**src/rtl/game_pkg.sv**
```systemverilog
// Shared game definitions: object identities, scheduler states and the slot-word layout
// exchanged with the object-update logic.
package game_pkg;

  localparam int unsigned NUM_SLOTS_MAX = 8;
  localparam int unsigned SLOT_IDX_W    = $clog2(NUM_SLOTS_MAX);

  localparam logic [1:0] OBJ_COLLECT = 2'd0;
  localparam logic [1:0] OBJ_HAZARD  = 2'd1;

  typedef enum logic [1:0] {
    ST_IDLE       = 2'd0,
    ST_WAIT_FRAME = 2'd1,
    ST_PICK       = 2'd2,
    ST_ISSUE      = 2'd3
  } spawn_state_e;

  localparam int unsigned SW_FRAME_MSB = 25;
  localparam int unsigned SW_FRAME_LSB = 23;
  localparam int unsigned SW_ID_MSB    = 22;
  localparam int unsigned SW_ID_LSB    = 21;
  localparam int unsigned SW_HPOS_MSB  = 20;
  localparam int unsigned SW_HPOS_LSB  = 10;
  localparam int unsigned SW_VPOS_MSB  = 9;
  localparam int unsigned SW_VPOS_LSB  = 0;

  // Packed so that the fields land exactly on the bit positions above.
  typedef struct packed {
    logic [2:0]  frame;
    logic [1:0]  id;
    logic [10:0] hpos;
    logic [9:0]  vpos;
  } slot_word_t;

endpackage

```
**src/rtl/rr_slot_picker.sv**
```systemverilog
// Combinational round-robin search: first free slot scanning from ptr_i upward, modulo N.
module rr_slot_picker
  import game_pkg::*;
#(
  parameter int unsigned N = 5
) (
  input  logic [N-1:0]            free_i,
  input  logic [SLOT_IDX_W-1:0]   ptr_i,
  output logic                    found_c,
  output logic [SLOT_IDX_W-1:0]   index_c
);

  logic [SLOT_IDX_W:0] cand;

  always_comb begin
    found_c = 1'b0;
    index_c = '0;
    cand    = '0;
    for (int unsigned k = 0; k < N; k++) begin
      cand = (SLOT_IDX_W+1)'(ptr_i) + (SLOT_IDX_W+1)'(k);
      if (cand >= (SLOT_IDX_W+1)'(N)) cand = cand - (SLOT_IDX_W+1)'(N);
      if (!found_c && free_i[cand[SLOT_IDX_W-1:0]]) begin
        found_c = 1'b1;
        index_c = cand[SLOT_IDX_W-1:0];
      end
    end
  end

endmodule

```
**src/rtl/obj_spawn_scheduler.sv**
```systemverilog
// Per-frame object spawn decision, round-robin slot pick and valid/ready command issue.
// Define SPAWN_RAMP_EN to raise the hazard threshold with score.
module obj_spawn_scheduler
  import game_pkg::*;
#(
  parameter int unsigned NUM_SLOTS     = 5,
  parameter int unsigned RATE_BITS     = 7,
  parameter int unsigned MIN_GAP       = 8,
  parameter int unsigned HAZARD_THRESH = 64,
  parameter int unsigned VPOS_BASE     = 220,
  parameter int unsigned SCREEN_WIDTH  = 1024
) (
  input  logic                  clock,
  input  logic                  reset,
  input  logic                  enable,
  input  logic                  frame_pulse,
  input  logic [31:0]           random,
  input  logic [NUM_SLOTS-1:0]  slot_busy,
  input  logic [7:0]            score,
  output logic                  spawn_valid,
  input  logic                  spawn_ready,
  output logic [2:0]            spawn_slot,
  output logic [1:0]            spawn_id,
  output logic [10:0]           spawn_hpos,
  output logic [9:0]            spawn_vpos,
  output logic                  cooldown_active
);

  localparam int unsigned CW = (MIN_GAP > 0) ? $clog2(MIN_GAP + 1) : 1;

  spawn_state_e    state_q, state_d;
  logic            valid_q, valid_d;
  logic [2:0]      slot_q, slot_d;
  logic [1:0]      id_q, id_d;
  logic [10:0]     hpos_q, hpos_d;
  logic [9:0]      vpos_q, vpos_d;
  logic [2:0]      rr_q, rr_d;
  logic [CW-1:0]   cool_q, cool_d;
  logic [15:0]     rnd_q, rnd_d;
  logic            cdact_q, cdact_d;

  logic            rate_hit_c;
  logic            pick_found_c;
  logic [2:0]      pick_idx_c;
  logic [7:0]      thresh_c;
  logic [NUM_SLOTS-1:0] free_mask_c;
  logic            unused_inputs;

  assign rate_hit_c    = (random[31 -: RATE_BITS] == '0);
  assign free_mask_c   = ~slot_busy;
  // Only the rate field and the low 16 bits of random are consumed.
  assign unused_inputs = ^{random, score};

`ifdef SPAWN_RAMP_EN
  logic [8:0] ramp_sum_c;
  assign ramp_sum_c = 9'(HAZARD_THRESH) + 9'(score[7:2]);
  assign thresh_c   = ramp_sum_c[8] ? 8'hFF : ramp_sum_c[7:0];
`else
  assign thresh_c   = 8'(HAZARD_THRESH);
`endif

  rr_slot_picker #(.N(NUM_SLOTS)) u_picker (
    .free_i  (free_mask_c),
    .ptr_i   (rr_q),
    .found_c (pick_found_c),
    .index_c (pick_idx_c)
  );

  always_ff @(posedge clock) begin
    if (reset) begin
      state_q <= ST_IDLE;
      valid_q <= 1'b0;
      slot_q  <= '0;
      id_q    <= '0;
      hpos_q  <= '0;
      vpos_q  <= '0;
      rr_q    <= '0;
      cool_q  <= '0;
      rnd_q   <= '0;
      cdact_q <= 1'b0;
    end else begin
      state_q <= state_d;
      valid_q <= valid_d;
      slot_q  <= slot_d;
      id_q    <= id_d;
      hpos_q  <= hpos_d;
      vpos_q  <= vpos_d;
      rr_q    <= rr_d;
      cool_q  <= cool_d;
      rnd_q   <= rnd_d;
      cdact_q <= cdact_d;
    end
  end

  always_comb begin
    state_d = state_q;
    valid_d = valid_q;
    slot_d  = slot_q;
    id_d    = id_q;
    hpos_d  = hpos_q;
    vpos_d  = vpos_q;
    rr_d    = rr_q;
    cool_d  = cool_q;
    rnd_d   = rnd_q;

    if (!enable) begin
      state_d = ST_IDLE;
      valid_d = 1'b0;
      cool_d  = '0;
    end else begin
      case (state_q)
        ST_IDLE: state_d = ST_WAIT_FRAME;
        ST_WAIT_FRAME: begin
          if (frame_pulse) begin
            if (cool_q != '0) begin
              cool_d = cool_q - CW'(1);
            end else if (rate_hit_c && !(&slot_busy)) begin
              rnd_d   = random[15:0];
              state_d = ST_PICK;
            end
          end
        end
        // Slot occupancy is re-evaluated here; a late fill aborts the decision.
        ST_PICK: begin
          if (pick_found_c) begin
            slot_d  = pick_idx_c;
            id_d    = (rnd_q[15:8] < thresh_c) ? OBJ_HAZARD : OBJ_COLLECT;
            hpos_d  = 11'(SCREEN_WIDTH);
            vpos_d  = 10'(VPOS_BASE) + 10'(rnd_q[7:0]);
            valid_d = 1'b1;
            state_d = ST_ISSUE;
          end else begin
            state_d = ST_WAIT_FRAME;
          end
        end
        ST_ISSUE: begin
          if (spawn_ready) begin
            valid_d = 1'b0;
            rr_d    = (slot_q == 3'(NUM_SLOTS - 1)) ? 3'd0 : slot_q + 3'd1;
            cool_d  = CW'(MIN_GAP);
            state_d = ST_WAIT_FRAME;
          end else if (slot_busy[slot_q]) begin
            valid_d = 1'b0;
            state_d = ST_WAIT_FRAME;
          end
        end
        default: state_d = ST_IDLE;
      endcase
    end

    cdact_d = (cool_d != '0);
  end

  assign spawn_valid     = valid_q;
  assign spawn_slot      = slot_q;
  assign spawn_id        = id_q;
  assign spawn_hpos      = hpos_q;
  assign spawn_vpos      = vpos_q;
  assign cooldown_active = cdact_q;

endmodule

```
**config.mk**
```make
export PLATFORM = sky130hd
export DESIGN_NAME = obj_spawn_scheduler
export DESIGN_NICKNAME = d
export VERILOG_FILES = /design/src/rtl/game_pkg.sv /design/src/rtl/rr_slot_picker.sv /design/src/rtl/obj_spawn_scheduler.sv
export SDC_FILE = /design/constraint.sdc
export NUM_CORES = 1
export LEC_CHECK = 0
export ABC_AREA = 1
export ABC_CLOCK_PERIOD_IN_PS = 2700
export CELL_PAD_IN_SITES_DETAIL_PLACEMENT = 0
export CELL_PAD_IN_SITES_GLOBAL_PLACEMENT = 2
export CORE_ASPECT_RATIO = 0.75
export CORE_UTILIZATION = 23
export CTS_BUF_LIST = sky130_fd_sc_hd__clkbuf_16
export CTS_CLUSTER_SIZE = 20
export DETAILED_ROUTE_END_ITERATION = 16
export PLACE_DENSITY = 0.84
export SETUP_SLACK_MARGIN = 0.4
export SLEW_MARGIN = 10
export SYNTH_ARGS = -nofsm -noshare
export SYNTH_HDL_FRONTEND = slang
export SYNTH_SLANG_ARGS = --single-unit
export TNS_END_PERCENT = 1
```
**constraint.sdc**
```tcl
create_clock -name clock -period 2.7 [get_ports clock]
set_clock_uncertainty 0.1 [all_clocks]
set_input_delay 0.54 -clock clock [delete_from_list [all_inputs] [get_ports clock]]
set_output_delay 0.54 -clock clock [all_outputs]
set_load 0.1 [all_outputs]
```
Word-level counts from Yosys, hierarchy flattened

Cells that the tools add are included.

Input bits: 50
Bits in registers: 43
Output and inout port bits: 28

Bitwise gates (word level): 3
Multiplexer cells: 45
Reductions and logical operators: 22
Order comparisons: 12
Add/sub/neg operators: 12
Equality and inequality tests: 9

Operators by type and width:

| operator              | count |
|---|---|
| $mux W3               | 11 |
| $lt A3 B4 Y1 const B  | 6 |
| $bmux W1 S3           | 6 |
| $ge A4 B3 Y1 const B  | 4 |
| $mux W4               | 4 |
| $mux W1               | 15 |
| $sub A3 B3 Y3 const B | 5 |
| $mux W2               | 6 |
| $reduce_and A5 Y1     | 2 |
| $add A8 B8 Y9 const A | 1 |
| $reduce_and A3 Y1     | 3 |
| $add A3 B2 Y4 const B | 2 |
| $lt A8 B7 Y1 const B  | 1 |
| $ne A2 B2 Y1 const B  | 4 |
| $pmux W2 S4           | 1 |
| $pmux W4 S2           | 1 |
| $reduce_bool A4 Y1    | 2 |
| $logic_not A7 Y1      | 1 |
| $logic_and A1 B1 Y1   | 5 |
| $logic_not A1 Y1      | 5 |
| $not A5 Y5            | 1 |
| $add A3 B1 Y4 const B | 1 |
| $add A3 B3 Y4 const B | 1 |
| $eq A2 B2 Y1 const B  | 2 |
| other kinds (12)      | 13 |

Logic depth before layout (Yosys ltp)

Depth in word-level cells: 19
Gate-level depth with buffers: 20

By module

From an unflattened synthesis, not the netlist that was laid out.

Cell total of the unflattened synthesis: 422
Area, all modules: 2787.7 µm²

Modules (own cells, without submodules):

| module              | cells an instance | area an instance (µm²) | instances |
|---|---|---|---|
| obj_spawn_scheduler | 251               | 1823.0                 | 1 |
| rr_slot_picker      | 171               | 964.7                  | 1 |

Worst setup path before layout

No wires, ideal clock.

Kind: register to register
From: reg rr_q[1]
To: reg hpos_q[10], in the netlist spawn_hpos[10]
Slack: 25 ps
Cell stages (with the launch flop): 16
Required time: 2484 ps
Buffers on the path: 1
Arrival time: 2458 ps
Cells stage by stage: dfxtp_1 > inv_1 > ha_1 > ha_1 > nand2_1 > nand3_1 > nand2_2 > nand2_1 > nand3_1 > nand2_1 > a21oi_1 > nand4_2 > nand2_2 > nor2_4 > buf_6 > o21a_1

Longest elaborated chain between the ends: 18

RTL lines:

| what                                                   | RTL line                  | source |
|---|---|---|
| from (decl)                                            | obj_spawn_scheduler.sv:37 | `logic [2:0] rr_q, rr_d;` |
| from (signal assigned)                                 | obj_spawn_scheduler.sv:88 | `rr_q <= rr_d;` |
| branches (longest 16 deep; another with $add A3 B1 Y4) | -                         |  |
| $mux W1 *                                              | rr_slot_picker.sv:22      | `if (!found_c && free_i[cand[SLOT_IDX_W-1:0]]) begin` |
| $reduce_and A3 Y1 (no line) *                          | -                         |  |
| to (signal assigned)                                   | obj_spawn_scheduler.sv:86 | `hpos_q <= hpos_d;` |
| to (decl)                                              | obj_spawn_scheduler.sv:35 | `logic [10:0] hpos_q, hpos_d;` |

Mark *: on every way between the ends. The select of a mux whose other input is x is not followed.
A chain may end at the register's enable or synchronous reset.

Worst setup path after layout

From: reg rr_q[0]
To: reg hpos_q[10], in the netlist spawn_hpos[10]

The elaborated chain is that of the path after synthesis.

==> results.yml <==
setup_path:
  setup.worst_path.end_class: "register"
  crit_type: "register to register"
  cpPeakStageDelay_ns: 0.36
  reg2reg_depth: 16
  cp_common_cell: "nand2_4"
  critPathLaunchType: "register"
  path_cells: "inv_6 -> ha_4 -> inv_2 -> fa_2 -> inv_4 -> nand3_2 -> nand2_4 -> nand2_1 -> nand3_1 -> nand2_2 -> a21oi_4 -> nand4_4 -> nand2_4 -> nor2_4 -> buf_12 -> o21a_1"
  path_max_fanout: 13
  crit_slowest_cell: "dfxtp_4"
  crit_required_ns: 2.78
  cp.arrival_ns: 2.62
detailed_routing:
  drt_first_pass_iters: 4
  detail-route-antenna-nets: 0
  via_count: 2934
  drtIter0Drc: 134
  viasPerCell: 4.399
  avgRoutedWirePerCell_um: 12.14
  wl_mm: 8.097
  drc: 0
cells_and_area:
  syn_to_final_growth_pct: 40.85
  seqCellArea_sq_um: 709.4
  multiInputGateArea_sq_mm: 0.001976
  fin_nets: 571
  diodes: 0
  nFillCells: 1288
  drive_above_1_share_pct: 26.53
global_routing:
  grt_pass1_wl_mm: 13.55
  grt.total_usage_pct: 13.59
  grt_pass1_vias: 2777
  antenna_found_initial: 0
  grt_max_degree: 21
  grt_overflow: 0
yosys:
  syn_inst: 429
  synth.avg_cell_area_sq_um: 6.548
  yosysWarnings: 0
  ys_types: 39
  syn_area_sq_mm: 0.002809
  ys_ff_latch: 35
  synth_seq_area_share_pct: 24.94
sta:
  whs_ns: 0.3465
  drv_slew: 0
  period_share_pct: 94.12
  fin_setup_tns_ns: 0
  fin_crit_ns: 2.541
  fmax_ghz: 0.3935
  hold_violations: 0
  finalSetupViolCount: 0
  rsz0062_at_grt: "true"
power:
  power_density_mw_per_mm2: 360.1
  peakVddDrop_uv: 255.9
  leakage_nw: 1.699
placed_design:
  portBuffers: 42
  hpwl_mm: 6.362
  gp_congestion: 0.7862
cts:
  cts.path.max_buffers: 2
  postCtsHoldBufs: 0
  clockRootBuffer: "clkbuf_16"
  cts_htree_levels: 2
  clk_pin_slew_ns: 0.06
  clk_latency_ns: 0.29
  cts-buffers-inserted: 5
  clock-sinks: 35
  cts_tree: "done"
floorplanning:
  die-area_sq_mm: 0.01266
  initial_core_util_pct: 23.92
  fp.coreArea_sq_mm: 0.01174
  die_h_um: 97.71
  io_pins: 78
  num_rows: 34
  die_w_um: 129.6
worst_hold_path:
  min_path_cells: 2
  hold_class: "register to register"
job:
  drv_cap: 0
run_status:
  status: "complete, no violations"
synthesized netlist by cell type:
cell      instances  share of area [%]
nand2_4           1               0.40
inv_2             6               0.80
fa_1              1               0.71
nand4_2           1               0.45
o21a_1            1               0.27
o21ai_0          21                3.7
nor4_1            2               0.45
nand3_1          50                8.9
nand3_4           1               0.62
a21oi_1          38                6.8
a21oi_2           4                1.2
nand2_1         101                 13
or2_2             1               0.22
o21ai_2           2               0.62
nand2_2          15                3.3
nand4_4           1               0.76
nor3_1            3               0.53
xnor2_1           1               0.31
nand4_1          12                2.7
o21ai_1           2               0.36
o22ai_1           1               0.22
inv_1            50                6.7
nand3b_1          2               0.53
or4_1             1               0.27
a221oi_1          1               0.31
clkbuf_1          5               0.67
nand3_2           4                1.4
nor2_4            1               0.40
nor2_1           23                3.1
buf_2             1               0.18
ha_1             16                7.1
o211ai_1          1               0.27
buf_4            12                3.2
xor2_1            6                1.9
conb_1            1               0.13
buf_6             3                1.2
dfxtp_1          35                 25
nor2_2            1               0.22
a21oi_4           1               0.58
sequential cells by signal, indices dropped and copies added (netlist names):
name / count
rnd_q: 10
spawn_vpos: 9
cool_q: 4
rr_q: 3
spawn_slot: 3
state_q: 2
cooldown_active: 1
spawn_hpos: 1
spawn_id: 1
spawn_valid: 1
what timing repair did:
action                     in CTS  in global routing
resized for setup              24                  8
buffers inserted                3                  3
setup endpoints to repair      16                 26
pin swaps                       8                  5
final timing paths:
path | from | endpoint | slack [ns]
max | rr_q[0] | spawn_hpos[10] | 0.16
min | rnd_q[15] | rnd_q[15] | 0.35
max reg2reg | rr_q[0] | spawn_hpos[10] | 0.16
min reg2reg | rnd_q[15] | rnd_q[15] | 0.35
metal layers:
layer / vias up / global-route usage, % / wire [um] / share of wire, %
met5: - / 0 / 0 / 0
met4: 0 / 3.399 / 72 / 0.89
met3: 6 / 3.029 / 345 / 4.3
met2: 57 / 19.58 / 3333 / 41
met1: 1335 / 20.11 / 4346 / 54
li1: 1536 / - / - / -
power by group:
part           internal, W  switching [W]  total, W
logic            0.0000688       0.000155  0.000224
clock network     0.000440       0.000241  0.000681
registers         0.000517     0.00000218  0.000520
total              0.00103       0.000398   0.00142
cells in the final DEF, fill, tap and decap left out, types with 6 or more instances in the layout:
cell              n
buf_4            50
dfxtp_1          32
a21oi_1          37
o21ai_0          20
inv_2             8
nand4_1          12
inv_1            45
nor2_1           21
nand3_2           8
nand3_1          44
ha_1             12
xor2_1            6
nand2_2          21
nand2_1          92
conb_1           12
clkdlybuf4s50_1  26
worst max-delay path, delay by kind of cell (launching register included):
kind	cells	cell delay, ns
AOI/OAI and AO/OA	2	0.38
adders and majority gates	2	0.47
buffers and inverters	4	0.33
DFF	1	0.36
and+or+nand+nor	8	0.77
cells by family after synthesis:
group	after synthesis	synth area share, %
flops	35	24.94
compound gates	72	14.39
other cells	1	0.1335
xor+xnor	7	2.183
buf+inv	77	12.74
simple gates	220	37.77
fa+ha+maj	17	7.840
final cells by class:
cell class	count	share of cell area, %
inverter	56	5.566
clock inverter	3	1.202
sequential	35	17.93
timing repair buffer	78	17.08
tap	162	5.123
clock buffer	5	3.163
multi-input combinational	328	49.94
through the flow:
| step | setup slack [ns] | util, % | cell area (sq um) | power (W) | std cells |
|---|---|---|---|---|---|
| after floorplan | 0.2420 | - | 2919 | 0.0006893 | 440 |
| after global placement | 0.01666 | 30.70 | 3605 | 0.0007479 | 653 |
| after detailed placement | -0.02993 | 30.70 | 3605 | 0.0007482 | 653 |
| after CTS | 0.1431 | 33.24 | 3902 | 0.001435 | 664 |
| after global routing | 0.0009062 | 33.70 | 3956 | 0.001492 | 667 |
| final | 0.1588 | 33.70 | 3956 | 0.001425 | 667 |
No activity file was read; power rests on OpenSTA's default activity.
